==> src/rtl/key_tx_pkg.sv <==
// Shared constants, types and the keypad-code to ASCII map for the keypad UART encoder.
package key_tx_pkg;

  localparam logic [7:0] ASC_0      = 8'h30;
  localparam logic [7:0] ASC_A      = 8'h41;
  localparam logic [7:0] ASC_CR     = 8'h0D;
  localparam logic [7:0] ASC_UNLOCK = 8'h37;

  typedef enum logic [1:0] {
    IDLE,
    START,
    DRAIN
  } tx_state_t;

  typedef struct packed {
    logic       valid;
    logic [7:0] data;
  } key_byte_t;

  // The unlock code wins over the digit range so any code can be chosen for the door key.
  function automatic key_byte_t key_to_ascii(input logic [3:0] num,
                                             input logic [3:0] unlock_code);
    key_byte_t r;
    r       = '0;
    r.valid = 1'b1;
    if (num == unlock_code)  r.data = ASC_UNLOCK;
    else if (num <= 4'd9)    r.data = ASC_0 + {4'h0, num};
    else if (num == 4'd14)   r.data = ASC_A;
    else                     r.valid = 1'b0;
    return r;
  endfunction

endpackage

==> src/rtl/sync_fifo.sv <==
// Single-clock FIFO with fall-through read data and an occupancy count.
module sync_fifo #(
  parameter int WIDTH = 8,
  parameter int DEPTH = 8
) (
  input  logic                     clk,
  input  logic                     rst,
  input  logic                     push,
  input  logic [WIDTH-1:0]         wr_data,
  input  logic                     pop,
  output logic [WIDTH-1:0]         rd_data,
  output logic [$clog2(DEPTH):0]   count,
  output logic                     full,
  output logic                     empty
);

  localparam int AW = $clog2(DEPTH);
  localparam int CW = AW + 1;

  logic [WIDTH-1:0] mem [DEPTH];
  logic [AW-1:0]    wr_ptr;
  logic [AW-1:0]    rd_ptr;

  // NOTE: storage is deliberately not reset; count and pointers say which entries are live.
  always_ff @(posedge clk) begin
    if (push) mem[wr_ptr] <= wr_data;
  end

  // NOTE: state is updated with <= so every register samples pre-edge values.
  always_ff @(posedge clk or posedge rst) begin
    if (rst) begin
      wr_ptr <= '0;
      rd_ptr <= '0;
      count  <= '0;
    end else begin
      if (push) wr_ptr <= wr_ptr + 1'b1;
      if (pop)  rd_ptr <= rd_ptr + 1'b1;
      case ({push, pop})
        2'b10:   count <= count + 1'b1;
        2'b01:   count <= count - 1'b1;
        default: count <= count;
      endcase
    end
  end

  assign rd_data = mem[rd_ptr];
  assign full    = (count == CW'(DEPTH));
  assign empty   = (count == '0);

endmodule

==> src/rtl/key_tx_encoder.sv <==
// Keypad press to ASCII encoder: queues bytes for the UART TX handshake and times the door unlock.
module key_tx_encoder
  import key_tx_pkg::*;
#(
  parameter int FIFO_DEPTH      = 8,
  parameter int START_PULSE_CYC = 4,
  parameter int APPEND_CR       = 1,
  parameter int UNLOCK_CODE     = 13,
  parameter int UNLOCK_HOLD_CYC = 50_000_000
) (
  input  logic                          FPGA_CLK1_50,
  input  logic                          reset,
  input  logic [3:0]                    num,
  input  logic                          PB_state,
  input  logic                          TxD_busy,
  output logic [7:0]                    TxD_data,
  output logic                          TxD_start,
  output logic                          unlock_signal,
  output logic [7:0]                    LED,
  output logic [$clog2(FIFO_DEPTH):0]   fifo_count,
  output logic                          overflow
);

  localparam int PW   = $clog2(START_PULSE_CYC + 1);
  localparam int UW   = $clog2(UNLOCK_HOLD_CYC + 1);
  localparam int NEED = (APPEND_CR != 0) ? 2 : 1;

  logic            pb_prev;
  logic            press;
  key_byte_t       key_map;
  logic            wr_key_q;
  logic            cr_q;
  logic [7:0]      key_q;
  int              occupied;
  logic            space_ok;
  logic            push;
  logic [7:0]      push_data;
  logic            load;
  logic [7:0]      head;
  logic            fifo_full;
  logic            fifo_empty;
  logic [PW-1:0]   pulse_cnt;
  logic [UW-1:0]   unlock_cnt;
  tx_state_t       state;
  tx_state_t       state_nx;

  assign press   = PB_state & ~pb_prev;
  assign key_map = key_to_ascii(num, 4'(UNLOCK_CODE));

  // Bytes already promised to the queue but not yet written count as occupied.
  always_comb begin
    occupied = int'(fifo_count) + (wr_key_q ? NEED : 0) + (cr_q ? 1 : 0);
    space_ok = !fifo_full && ((occupied + NEED) <= FIFO_DEPTH);
  end

  // History resets high so a key held through reset release is not a press.
  always_ff @(posedge FPGA_CLK1_50 or posedge reset) begin
    if (reset) begin
      pb_prev  <= 1'b1;
      wr_key_q <= 1'b0;
      cr_q     <= 1'b0;
      key_q    <= '0;
      overflow <= 1'b0;
    end else begin
      pb_prev  <= PB_state;
      wr_key_q <= 1'b0;
      cr_q     <= wr_key_q && (APPEND_CR != 0);
      if (press && key_map.valid) begin
        if (space_ok) begin
          wr_key_q <= 1'b1;
          key_q    <= key_map.data;
        end else begin
          overflow <= 1'b1;
        end
      end
    end
  end

  assign push      = wr_key_q | cr_q;
  assign push_data = wr_key_q ? key_q : ASC_CR;

  sync_fifo #(
    .WIDTH (8),
    .DEPTH (FIFO_DEPTH)
  ) u_fifo (
    .clk     (FPGA_CLK1_50),
    .rst     (reset),
    .push    (push),
    .wr_data (push_data),
    .pop     (load),
    .rd_data (head),
    .count   (fifo_count),
    .full    (fifo_full),
    .empty   (fifo_empty)
  );

  always_ff @(posedge FPGA_CLK1_50 or posedge reset) begin
    if (reset) state <= IDLE;
    else       state <= state_nx;
  end

  // NOTE: every output of this block gets a default first, so no latch can be inferred.
  always_comb begin
    state_nx  = state;
    load      = 1'b0;
    TxD_start = 1'b0;
    unique case (state)
      IDLE: begin
        if (!fifo_empty && !TxD_busy) begin
          load     = 1'b1;
          state_nx = START;
        end
      end
      START: begin
        TxD_start = 1'b1;
        if (pulse_cnt == PW'(1)) state_nx = DRAIN;
      end
      DRAIN: begin
        if (!TxD_busy) state_nx = IDLE;
      end
      default: state_nx = IDLE;
    endcase
  end

  always_ff @(posedge FPGA_CLK1_50 or posedge reset) begin
    if (reset) begin
      pulse_cnt <= '0;
      TxD_data  <= '0;
      LED       <= '0;
    end else begin
      if (load) begin
        pulse_cnt <= PW'(START_PULSE_CYC);
        TxD_data  <= head;
        LED       <= head;
      end else if (pulse_cnt != '0) begin
        pulse_cnt <= pulse_cnt - 1'b1;
      end
    end
  end

  // A repeat press reloads the hold time; the count stops at zero.
  always_ff @(posedge FPGA_CLK1_50 or posedge reset) begin
    if (reset) begin
      unlock_cnt <= '0;
    end else if (press && (num == 4'(UNLOCK_CODE))) begin
      unlock_cnt <= UW'(UNLOCK_HOLD_CYC);
    end else if (unlock_cnt != '0) begin
      unlock_cnt <= unlock_cnt - 1'b1;
    end
  end

  assign unlock_signal = (unlock_cnt != '0);

endmodule

==> config.mk <==
export PLATFORM = sky130hd
export DESIGN_NAME = key_tx_encoder
export DESIGN_NICKNAME = d
export VERILOG_FILES = /design/src/rtl/key_tx_pkg.sv /design/src/rtl/sync_fifo.sv /design/src/rtl/key_tx_encoder.sv
export SDC_FILE = /design/constraint.sdc
export NUM_CORES = 1
export LEC_CHECK = 0
export ABC_AREA = 1
export CORE_ASPECT_RATIO = 1.75
export CORE_MARGIN = 4
export CORE_UTILIZATION = 45
export CTS_CLUSTER_SIZE = 14
export DETAILED_ROUTE_END_ITERATION = 16
export PLACE_DENSITY = 0.68
export RECOVER_POWER = 100
export REMOVE_ABC_BUFFERS = 1
export SETUP_SLACK_MARGIN = 0.15
export SYNTH_ARGS = -nofsm -noshare
export SYNTH_HDL_FRONTEND = slang
export SYNTH_SLANG_ARGS = --single-unit
==> constraint.sdc <==
create_clock -name FPGA_CLK1_50 -period 3.62 [get_ports FPGA_CLK1_50]
set_input_delay 0.362 -clock FPGA_CLK1_50 [delete_from_list [all_inputs] [get_ports FPGA_CLK1_50]]
set_output_delay 0.362 -clock FPGA_CLK1_50 [all_outputs]
set_load 0.005 [all_outputs]
* After elaboration in Yosys (flattened, before gate mapping)
Memory sizes are Yosys's and may differ from the RTL's. A register that Yosys moved wholly into a read port is not among the register bits.
Cells that the tools add are included.
** Word-level totals
- Flip-flop bits (word level) :: 53
- Logic and storage cells :: 81
- Output and inout bits :: 23
- Memories kept :: 1
- ROM bits :: 0
- Bits in writable memories :: 64
- Latch bits :: 0
- Input port bits :: 8
** Memories
- u_fifo.mem :: depth 8, width 8, read ports 1, clocked after memory_dff 1, wr ports 1, RTL line sync_fifo.sv:20 : logic [WIDTH-1:0] mem [DEPTH];
** Operators by class
- Div/mod/pow operators :: 0
- Bitwise operators :: 4
- Eq/ne operators :: 11
- Shifts and indexed selects :: 0
- Muxes and demuxes :: 25
- Multiply operators :: 0
- Magnitude comparators :: 2
- Add/sub/neg operators :: 10
- Reduce and logical (&&, ||, !) cells :: 17
** Operator list (number)
- $mux 26 :: 2
- $reduce_bool 26->1 :: 1
- $sub 26x1->26 const B :: 1
- $mux 8 :: 2
- $mux 7 :: 2
- $eq 4x4->1 const B :: 3
- $mux 1 :: 11
- $mux 2 :: 4
- $pmux 4 s2 :: 1
- $add 6x2->7 const B :: 1
- $add 6x4->7 const A :: 1
- $le 7x4->1 const B :: 1
- $add 3x1->3 const B :: 2
- $add 5x1->6 :: 1
- $mux 3 :: 2
- $ne 2x2->1 const B :: 3
- $pmux 2 s3 :: 1
- $reduce_bool 2->1 :: 3
- $add 4x2->5 :: 1
- $add 4x1->4 const B :: 1
- $eq 2x1->1 const B :: 2
- $eq 2x2->1 const B :: 2
- $le 4x4->1 const B :: 1
- $logic_and 1x1->1 :: 4
- 12 further kinds :: 16

* Depth between registers and ports, before layout
Gate-level depths: netlist (run 1).
- Word-level depth :: 8
- Gate-level depth with buffers :: 15
- Mapped depth without buffers :: 14

* Modules after synthesis
From an unflattened synthesis (run 1), not the netlist that was laid out.
** Second synthesis, totals
- Cell total of the unflattened synthesis :: 698
- Area, all modules :: 6119.6 sq um
** By module, submodules not included
- sync_fifo :: sequential area each 2172.1 sq um, area an instance 3143.0 sq um, cells an instance 275, instances 1
- key_tx_encoder :: sequential area each 1227.4 sq um, area an instance 2976.6 sq um, cells an instance 423, instances 1

* Least setup slack after synthesis (run 1)
OpenSTA, ideal clock, no wires.
- Path type :: flip-flop to flip-flop
- From :: register wr_key_q
- To :: register key_q[5]
- Setup time :: 0.119 ns
- Required time :: 3.501 ns
- Buffers on the path :: 2
- Path slack :: 1.503 ns
- Arrival time :: 1.998 ns
- Stages on the path, launching flop included :: 14
- Period minus slack after synthesis :: 2.117 ns
- Path through :: dfrtp_1 -> buf_2 -> inv_1 -> ha_1 -> inv_1 -> ha_1 -> inv_1 -> fa_1 -> xnor2_1 -> nand2_1 -> nand2_2 -> nor2_4 -> buf_6 -> o21a_1
** Between the ends
- Word-level cells in the longest chain between the ends :: 7
** Ends and longest elaborated chain
- start, declared :: RTL line key_tx_encoder.sv:31 : logic wr_key_q;
- start signal, assigned :: RTL line key_tx_encoder.sv:60 : wr_key_q <= 1'b0;
- start signal, assigned :: RTL line key_tx_encoder.sv:66 : wr_key_q <= 1'b0;
- start signal, assigned :: RTL line key_tx_encoder.sv:70 : wr_key_q <= 1'b1;
- $mux 2 :: RTL line key_tx_encoder.sv:52 : occupied = int'(fifo_count) + (wr_key_q ? NEED : 0) + (cr_q ? 1 : 0);
- $add 4x2->5 :: RTL line key_tx_encoder.sv:52
- $add 5x1->6 :: RTL line key_tx_encoder.sv:52
- $add 6x2->7 :: RTL line key_tx_encoder.sv:53 : space_ok = !fifo_full && ((occupied + NEED) <= FIFO_DEPTH);
- $le 7x4->1 :: RTL line key_tx_encoder.sv:53
- $logic_and 1x1->1 :: RTL line key_tx_encoder.sv:53
- $reduce_and 2->1 (no line)
- end signal, assigned :: RTL line key_tx_encoder.sv:71 : key_q <= key_map.data;
- end, declared :: RTL line key_tx_encoder.sv:33 : logic [7:0] key_q;
Every way passes these cells.
A chain may end at the register's enable or synchronous reset.

* Final worst setup path (run 1)
- From :: register unlock_cnt[0]
- To :: output port unlock_signal
** Between the ends
- Word-level cells in the longest chain between the ends :: 1
** Ends and longest elaborated chain
- start, declared :: RTL line key_tx_encoder.sv:43 : logic [UW-1:0] unlock_cnt;
- start signal, assigned :: RTL line key_tx_encoder.sv:146 : unlock_cnt <= UW'(UNLOCK_HOLD_CYC);
- start signal, assigned :: RTL line key_tx_encoder.sv:148 : unlock_cnt <= unlock_cnt - 1'b1;
- $reduce_bool 26->1 :: RTL line key_tx_encoder.sv:152 : assign unlock_signal = (unlock_cnt != '0);
- end, declared :: RTL line key_tx_encoder.sv:18 : output logic unlock_signal,
Every way passes these cells.

==> impl_metrics.tcl, run 1 <==
set metrics [dict create \
    dieArea_um2 13900 \
    r2r_cells 12 \
    cp_slowest_stage_delay_ns 0.65 \
    p_leak_nw 2.60 \
    postSynthAreaPerCell_um2 8.92 \
    endpoint_kind "output port" \
    ctsResizeCount 0 \
    worstSetupPathType "flop to output port" \
    grt_usage_pct 17.0 \
    area_growth_pct 9.25 \
    seq_power_share_pct 42.1 \
    r2r_slack_ns 0.77 \
    async_reset_ff_share_pct 54.3 \
    hold_viol_final 0 \
    synth.distinct_cells 44 \
    min_path_type "flop to flop" \
    required_ns 3.26 \
    status "complete, but fails checks" \
    yosysWarnings 0 \
    synth-edff-count 48 \
    setup_viol 0 \
    fp.dieW_um 91 \
    p_sw_share_pct 37.9 \
    viasPerCell 5.15 \
    slowest_stage "dlygate4sd3_1" \
    final_antenna_net_count 0 \
    hpwlAfterDp_mm 8.39 \
    cts_root_buffer "clkbuf_16" \
    dr.pass1.iters 6 \
    cts.sinks 105 \
    cts_tree "yes" \
    path_clk_slew_ns 0.08 \
    synth_ff_type "dfrtp_1" \
    via_count 3941 \
    core_um2 11700 \
    start_util_pct 46.3 \
    power.density_nw_per_um2 725 \
    n_antenna_cell 0 \
    postSynthCellCount 608 \
    grt_max_degree 40 \
    grt_pass1_wl_mm 19.2 \
    yosys-top-cells-count "nand2_1, nor2_1, inv_1" \
    tns_ns 0 \
    fin_nets 647 \
    period_share_pct 82.0 \
    antenna_found_initial 0 \
    htree_levels 3 \
    pwr-share-clk_pct 22.4 \
    grt_pass1_vias 4089 \
    final.setup_skew_ns 0.0108 \
    worst_hold_path.num_cells 1 \
    hold_buffers 0 \
    postCtsSetupBuffers 0 \
    yosysTopAreaCellShare_pct 26.6 \
    switchingPower_w 0.00163 \
    clk_latency_ns 0.35 \
    first_iter_violations 165 \
    ir_worst_vdd_mv 0.285 \
    cp_top_family "buffers and inverters" \
    yosysMostFrequentCell "nand2_1" \
    syn_area_um2 5430 \
    post-route-drc-count 0 \
    synth_top_area_cell "edfxtp_1" \
    fin_crit_ns 2.97 \
    place.gp.congestion 0.939 \
    ys_seq_elements 105 \
    crit_top_cell "nand2_1" \
    yosysSeqAreaShare_pct 52.9 \
    slew_headroom_pct -1.96 \
    setup_slack_ns 0.650 \
    fmax_ghz 0.337 \
    yosys-top-cells-area "edfxtp_1, dfrtp_1, nand2_1" \
    max-cap-violations 1 \
    die_h_um 153 \
    port_buffers 28 \
    routed_wirelength_mm 11.0 \
    avgRoutedWirePerCell_um 14.4 \
    worst_r2r_endpoint "u_fifo.count[2]$_DFFE_PP0P_" \
    overflow 0 \
    rows 52 \
    path_buf_inv 3 \
    clock_path_buffers 2 \
    cp_max_fo 8 \
    num-fill-cells 1103 \
    cp.depth 8 \
    worstPathArrival_ns 2.61 \
    numCtsBuffers 9 \
    worst_slew_pin_slew_ns 1.53 \
    internal_power_w 0.00267 \
    rr_startpoint "u_fifo.count[0]$_DFFE_PP0P_" \
    worstHoldStart "overflow$_DFFE_PP0P_" \
    start_kind "flop" \
    drive_gt1_share_pct 8.10 \
    hold_end "overflow$_DFFE_PP0P_" \
    violations "capacitance limit, slew limit" \
    pre_cts_ws_ns 0.505 \
    rsz0062_at_grt "false" \
    crit_chain "inv_1 > ha_1 > nand2_1 > clkinvlp_2 > nand2_1 > nor2_1 > nand2_1 > dlygate4sd3_1" \
    pin_count 31 \
    combPwrFrac_pct 35.5 \
    drv_slew 40 \
]
per-stage QoR:
step	total power, W	area, um2	hold slack [ns]	util (%)	cells
2_1_floorplan	0.00285	5250	0.366	-	584
3_3_place_gp	0.00338	5720	0.442	48.8	749
3_5_place_dp	0.00347	5720	0.458	48.8	749
4_1_cts	0.00444	6020	0.443	51.4	765
5_1_grt	0.00466	5930	0.470	50.6	765
6_report	0.00430	5930	0.464	50.6	765
per-layer routing:
metal / vias to the layer above / global-route usage [%] / share of wire [%]
met3: 23 / 2.90 / 2.4
met5: - / 0 / 0
li1: 2002 / - / -
met1: 1861 / 17.7 / 37
met2: 55 / 32.8 / 57
met4: 0 / 7.27 / 3.0
placed cells by master, fill, tap and decap left out, types with 3 or more instances in the layout:
cell	n
nand2_2	5
nor2_2	11
o21ai_1	5
nand2_1	122
edfxtp_1	48
nand4_1	15
a21oi_1	6
nand3b_1	3
ha_1	13
dlygate4sd3_1	23
nand3_1	46
o21ai_0	32
inv_8	3
clkdlybuf4s50_1	5
xor2_1	7
nor2_1	101
dfrtp_1	56
clkbuf_16	9
o211ai_1	13
inv_2	6
inv_1	67
or2_2	6
power by group through the flow:
| stage | Combinational [W] | Clock [W] | Sequential, W |
|---|---|---|---|
| 6_report | 0.00153 | 0.000964 | 0.00181 |
| 2_1_floorplan | 0.00105 | 0 | 0.00180 |
| 5_1_grt | 0.00176 | 0.00105 | 0.00185 |
| 3_5_place_dp | 0.00162 | 0 | 0.00184 |
| 4_1_cts | 0.00163 | 0.000988 | 0.00181 |
| 3_3_place_gp | 0.00156 | 0 | 0.00182 |
registers in the layout (all words and copies together), names as in the netlist:
signal	cells
wr_key_q	1
u_fifo.count	4
state	2
u_fifo.wr_ptr	3
pb_prev	1
overflow	1
key_q	6
unlock_cnt	26
u_fifo.rd_ptr	3
cr_q	1
u_fifo.mem	48
LED	6
pulse_cnt	3
worst max-delay path by stage:
| stage | from | end | slack [ns] |
|---|---|---|---|
| floorplan | u_fifo.count[2]$_DFFE_PP0P_ | u_fifo.count[2]$_DFFE_PP0P_ | 1.37 |
| CTS | u_fifo.count[2]$_DFFE_PP0P_ | u_fifo.count[2]$_DFFE_PP0P_ | 0.72 |
| finish | unlock_cnt[0]$_DFFE_PP0P_ | unlock_signal | 0.65 |
| global route | unlock_cnt[0]$_DFFE_PP0P_ | unlock_signal | 0.40 |
| global placement | TxD_busy | u_fifo.count[2]$_DFFE_PP0P_ | 0.71 |
| detailed placement | TxD_busy | u_fifo.count[2]$_DFFE_PP0P_ | 0.50 |
logic make-up (layout without fill, tap and decap cells):
| family | after synthesis | after routing | synth area share [%] |
|---|---|---|---|
| AND/OR/NAND/NOR | 314 | 314 | 26.4 |
| flip-flops | 105 | 105 | 52.9 |
| buffers and inverters | 100 | 121 | 8.53 |
| AO/OA/AOI/OAI | 65 | 65 | 7.26 |
| adder cells (fa/ha/maj) | 14 | 14 | 3.37 |
| XOR/XNOR | 9 | 9 | 1.45 |
| other | 1 | 2 | 0.0691 |
cell type report:
class	instances	area, um2	area share, %
sequential	105	2870	48.4
multi-input combinational	404	2010	34.0
timing repair buffer	30	292	4.92
inverter	75	283	4.77
clock buffer	9	225	3.80
tap	135	169	2.85
clock inverter	7	76.3	1.29
Power figures use the tool's default switching activity.
==> run 2: changes to the inputs <==
Clock period 3.62 ns to 2.8 ns, I/O delays scaled along.
==> run 2 against run 1 <==
Compared with the run above:
- the run now ends clean
- sequential cell count did not move
- hold slack better by 0.0081 ns
- critical endpoint unchanged
- critical path type unchanged
- clock-buffer cell count unchanged
- highest routed layer unchanged
==> impl_metrics.tcl, run 2 (synthesis results as in run 1) <==
set metrics [dict create \
    r2r_cells 12 \
    n_antenna_cell 0 \
    cts.sinks 105 \
    power.density_nw_per_um2 931 \
    p_sw_share_pct 37.9 \
    slew_headroom_pct 24.7 \
    rows 52 \
    switchingPower_w 0.00210 \
    worstSetupPathType "flop to output port" \
    routed_wirelength_mm 11.2 \
    start_kind "flop" \
    worst_r2r_endpoint "key_q[6]$_DFFE_PP0P_" \
    rr_startpoint "u_fifo.count[1]$_DFFE_PP0P_" \
    final_antenna_net_count 0 \
    cts_tree "yes" \
    min_path_type "flop to flop" \
    viasPerCell 5.22 \
    grt_pass1_wl_mm 19.0 \
    fin_util_pct 50.8 \
    clock_path_buffers 2 \
    max-cap-violations 0 \
    grt_max_degree 30 \
    place.gp.congestion 0.925 \
    fmax_ghz 0.404 \
    clk_latency_ns 0.35 \
    core_um2 11700 \
    endpoint_kind "output port" \
    status "finished clean" \
    final_common_cell "nand2_1" \
    dr.pass1.iters 7 \
    start_util_pct 46.3 \
    pre_cts_ws_ns 0.409 \
    largest_register_ffs 48 \
    fin_crit_ns 2.47 \
    pwr-share-clk_pct 22.0 \
    die_h_um 153 \
    via_count 4016 \
    overflow 0 \
    rsz0062_at_grt "false" \
    setup_slack_ns 0.327 \
    largest_registers "u_fifo.mem x48, unlock_cnt x26" \
    grt_pass1_vias 4062 \
    combPwrFrac_pct 36.0 \
    worst_hold_path.num_cells 1 \
    hold_buffers 0 \
    avgRoutedWirePerCell_um 14.6 \
    area_growth_pct 9.59 \
    port_buffers 28 \
    setup_viol 0 \
    internal_power_w 0.00344 \
    drv_slew 0 \
    antenna_found_initial 0 \
    postCtsSetupBuffers 0 \
    cp_max_fo 8 \
    worstHoldStart "state[0]$_DFFE_PP0P_" \
    ctsResizeCount 0 \
    layout_common_cells "nand2_1, nor2_1, inv_1" \
    regMostFlops "u_fifo.mem" \
    numCtsBuffers 9 \
    grt_usage_pct 17.1 \
    pin_count 31 \
    worst_slew_pin_slew_ns 1.13 \
    fp.dieW_um 91 \
    htree_levels 3 \
    crit_start "unlock_cnt[0]$_DFFE_PP0P_" \
    p_leak_nw 2.60 \
    final.setup_skew_ns 0.00891 \
    required_ns 2.52 \
    cts_root_buffer "clkbuf_16" \
    worstPathArrival_ns 2.19 \
    drive_gt1_share_pct 8.52 \
    seqCellArea_um2 2870 \
    first_iter_violations 121 \
    multi_input_area_um2 2030 \
    hpwlAfterDp_mm 8.60 \
    seq_power_share_pct 42.1 \
    ir_worst_vdd_mv 0.355 \
    period_share_pct 88.3 \
    path_clk_slew_ns 0.08 \
    hold_end "state[1]$_DFFE_PP0P_" \
    num-fill-cells 1059 \
    hold_viol_final 0 \
    tns_ns 0 \
    post-route-drc-count 0 \
    dieArea_um2 13900 \
    fin_nets 651 \
    r2r_slack_ns 0.41 \
]
[run 2: cell count changes in the layout (fill, tap and decap cells not counted), sizes merged]
| cell | before | now |
|---|---|---|
| buf | 1 | 0 |
| clkinv | 3 | 4 |
| clkdlybuf4s50 | 5 | 6 |
| clkbuf | 10 | 15 |
| dlygate4sd3 | 23 | 22 |
| inv | 78 | 77 |
[run 2: final cells by class]
type	instances	share of cell area, %
Multi-Input combinational cell	404	34.2
Tap cell	135	2.84
Clock buffer	9	3.79
Timing Repair Buffer	34	5.11
Sequential cell	105	48.3
Inverter	75	4.82
Clock inverter	7	1.03
[run 2: worst max path at each step]
stage / slack (ns) / to / cells past startpoint
floorplan: 0.55 / u_fifo.count[2]$_DFFE_PP0P_ / 12
global placement: 0.56 / key_q[5]$_DFFE_PP0P_ / 12
detailed placement: 0.41 / key_q[6]$_DFFE_PP0P_ / 12
CTS: 0.32 / unlock_signal / 8
global route: 0.17 / unlock_signal / 8
finish: 0.33 / unlock_signal / 8
[run 2: worst max-delay path, cell delays in order (launching register included)]
cell	delay, ns
dfrtp_1	0.37
inv_1	0.11
ha_1	0.30
nand2_1	0.18
clkinv_4	0.10
nand2_2	0.08
nor2_4	0.09
nand2_2	0.13
clkdlybuf4s50_1	0.48
[run 2: power by group through the flow]
stage               Sequential (W)  Combinational, W  Clock, W
floorplan                  0.00233           0.00136         0
global placement           0.00235           0.00202         0
detailed placement         0.00236           0.00212         0
CTS                        0.00234           0.00213   0.00124
global route               0.00239           0.00230   0.00130
finish                     0.00233           0.00199   0.00121
[run 2: per-stage QoR]
stage / instance area [um2] / total power [W] / cells / hold slack, ns
2_1_floorplan: 5250 / 0.00369 / 584 / 0.284
3_3_place_gp: 5750 / 0.00437 / 753 / 0.440
3_5_place_dp: 5750 / 0.00448 / 753 / 0.470
4_1_cts: 6030 / 0.00570 / 769 / 0.347
5_1_grt: 5950 / 0.00599 / 769 / 0.497
6_report: 5950 / 0.00553 / 769 / 0.472
[run 2: layer usage]
metal  wire [um]  track usage, %  vias up  part of all wire (%)
met4         369            9.06        0                   3.3
li1            -               -     2001                     -
met1        3900            16.1     1902                    35
met3         305            2.12       31                   2.7
met2        6660            34.4       82                    59
met5           0               0        -                     0
==> RTL edit: new RTL, settings of run 2 <==
Add an input register stage for `num`, `PB_state` and `TxD_busy`; this delays them by one clock.
--- a/src/rtl/key_tx_encoder.sv
+++ b/src/rtl/key_tx_encoder.sv
@@ -26,4 +26,14 @@
   localparam int NEED = (APPEND_CR != 0) ? 2 : 1;
 
+  logic [3:0] num_q;
+  logic PB_state_q;
+  logic TxD_busy_q;
+
+  always_ff @(posedge FPGA_CLK1_50) begin
+    num_q      <= num;
+    PB_state_q <= PB_state;
+    TxD_busy_q <= TxD_busy;
+  end
+
   logic            pb_prev;
   logic            press;
@@ -45,6 +55,6 @@
   tx_state_t       state_nx;
 
-  assign press   = PB_state & ~pb_prev;
-  assign key_map = key_to_ascii(num, 4'(UNLOCK_CODE));
+  assign press   = PB_state_q & ~pb_prev;
+  assign key_map = key_to_ascii(num_q, 4'(UNLOCK_CODE));
 
   // Bytes already promised to the queue but not yet written count as occupied.
@@ -63,5 +73,5 @@
       overflow <= 1'b0;
     end else begin
-      pb_prev  <= PB_state;
+      pb_prev  <= PB_state_q;
       wr_key_q <= 1'b0;
       cr_q     <= wr_key_q && (APPEND_CR != 0);
@@ -107,5 +117,5 @@
     unique case (state)
       IDLE: begin
-        if (!fifo_empty && !TxD_busy) begin
+        if (!fifo_empty && !TxD_busy_q) begin
           load     = 1'b1;
           state_nx = START;
@@ -117,5 +127,5 @@
       end
       DRAIN: begin
-        if (!TxD_busy) state_nx = IDLE;
+        if (!TxD_busy_q) state_nx = IDLE;
       end
       default: state_nx = IDLE;
@@ -143,5 +153,5 @@
     if (reset) begin
       unlock_cnt <= '0;
-    end else if (press && (num == 4'(UNLOCK_CODE))) begin
+    end else if (press && (num_q == 4'(UNLOCK_CODE))) begin
       unlock_cnt <= UW'(UNLOCK_HOLD_CYC);
     end else if (unlock_cnt != '0) begin
Function: changed (Yosys sat finds a counterexample within 4 cycles, from zero or initial values and one cycle with reset high).
==> RTL edit against run 2 <==
  * Worst setup slack lost 28 ps
  * Fmax shrank 1.1%
  * Sequential power grew 8.6%
  * Area after synthesis grew 1.0%
  * Cell area grew 3.3%
  * Sequential cell count grew 6
  * Worst hold slack lost 150 ps
  * Routed wire length grew 3.1%
  * Total power grew 6.9%
  * Via count grew 1.1%
  * Critical endpoint unchanged
  * Largest cell class unchanged
==> RTL edit: results (changes against run 2) <==
| Metric | Value |
|---|---|
| Status | `completed` |
| Final wirelength | `11600 µm (+3.1%)` |
| Hold Slack | `317 ps (-155 ps)` |
| Sw power | `0.00227 W (+8.1%)` |
| Final Wtd Congestion | `0.896 (-3.2%)` |
| Synth Area in Compound Gates | `7.01% (-0.26 points)` |
| Cells after Synth | `615 (+1.2%)` |
| Initial antenna violation count | `0 (unchanged)` |
| R2R setup slack | `350 ps (-60 ps)` |
| 1st-pass router iterations | `4 (-3)` |
| Fin cells | `809 (+5.2%)` |
| Worst-margin pin slew | `918 ps (-210 ps)` |
| Max H-tree Level | `3 (unchanged)` |
| HPWL after detailed placement | `8960 µm (+4.1%)` |
| CP delay by family, top | `buffers and inverters` |
| Post-synthesis xor/xnor area fraction | `1.60% (+0.14 points)` |
| Final Net Count | `661 (+1.5%)` |
| Initial DRC count | `136 (+12%)` |
| Adder-cell share of the synthesized area | `3.33% (-0.035 points)` |
| Worst clock skew | `8.83 ps (-0.0883 ps)` |
| Worst setup margin | `299 ps (-28.2 ps)` |
| Post-DP Area | `5890 µm² (+2.4%)` |
| R2r startpoint | `u_fifo.count[2]$_DFFE_PP0P_` |
| Sequential share of the synthesized area | `54.5% (+1.6 points)` |
| HP Start | `PB_state_q$_DFF_P_` |
| Placed Cells | `793 (+5.3%)` |
| Pint | `0.00365 W (+6.2%)` |
| Post-CTS sizing | `0 (unchanged)` |
| Placement-stage worst setup slack | `541 ps (+132 ps)` |
| Leakage power | `2.70 nW (+3.7%)` |
| WHS Path Cells | `0 (-1)` |
| Reg-to-reg endpoint | `u_fifo.count[2]$_DFFE_PP0P_` |
| Wire length of the first global-routing pass | `18900 µm (-0.15%)` |
| IR Drop Worst-Case VDD | `0.372 mV (+4.8%)` |
| Vias per std cell | `5.02 (-3.9%)` |
| Synth cell count leaders | `122 x nand2_1, 108 x nor2_1, 67 x inv_1, 56 x dfrtp_1, 48 x edfxtp_1` |
| Reg2Reg Depth | `12 (unchanged)` |
| Hold worst-path end | `pb_prev$_DFF_PP1_` |
| Yosys cell types | `42 (-4.5%)` |
| Synth area leaders | `edfxtp_1 26%, dfrtp_1 26%, nand2_1 8.4%, nor2_1 7.4%, inv_1 4.6%` |
| Total GRT Usage | `17.2% (+0.15 points)` |
| Combinational power | `0.00216 W (+9%)` |
| Crit path largest cell delay | `510 ps (+30 ps)` |
| Number of global-route vias before repair | `4006 (-1.4%)` |
| Worst EP arrival | `2220 ps (+30 ps)` |
| Post-synth EDFFs | `48 (unchanged)` |
| Share of layout cells above drive strength 1 | `7.92% (-0.60 points)` |
| Part of the power in registers | `42.8% (+0.7 points)` |
| FFs w/ async S/R, synth | `51.4% (-2.9 points)` |
==> RTL edit: routing by layer <==
| layer | track usage (%) | share of wire [%] |
|---|---|---|
| met3 | 3.52 | 2.9 |
| met2 | 34.3 | 59 |
| met5 | 0 | 0 |
| met1 | 15.4 | 34 |
| met4 | 9.71 | 4.3 |
==> RTL edit: worst reg2reg max path, cell delays in order, from the launching register on <==
cell and delay (ps):
dfrtp_1 470, nor2_1 140, nand3_1 70, nand2_1 70, clkbuf_1 400, inv_1 120
ha_1 270, nor2_1 130, nor2_1 70, ha_1 170, a21oi_1 160, xor2_1 160
o21ai_0 90
==> RTL edit: final cells by class <==
| class | instances | area [µm²] |
|---|---|---|
| well taps | 165 | 206 |
| repair buffers | 35 | 315 |
| flip-flops and latches | 111 | 2990 |
| fillers | 1097 | 5860 |
| clock inverters | 7 | 65.1 |
| multi-input cells | 407 | 2060 |
| clock buffers | 9 | 225 |
| inverters | 75 | 283 |
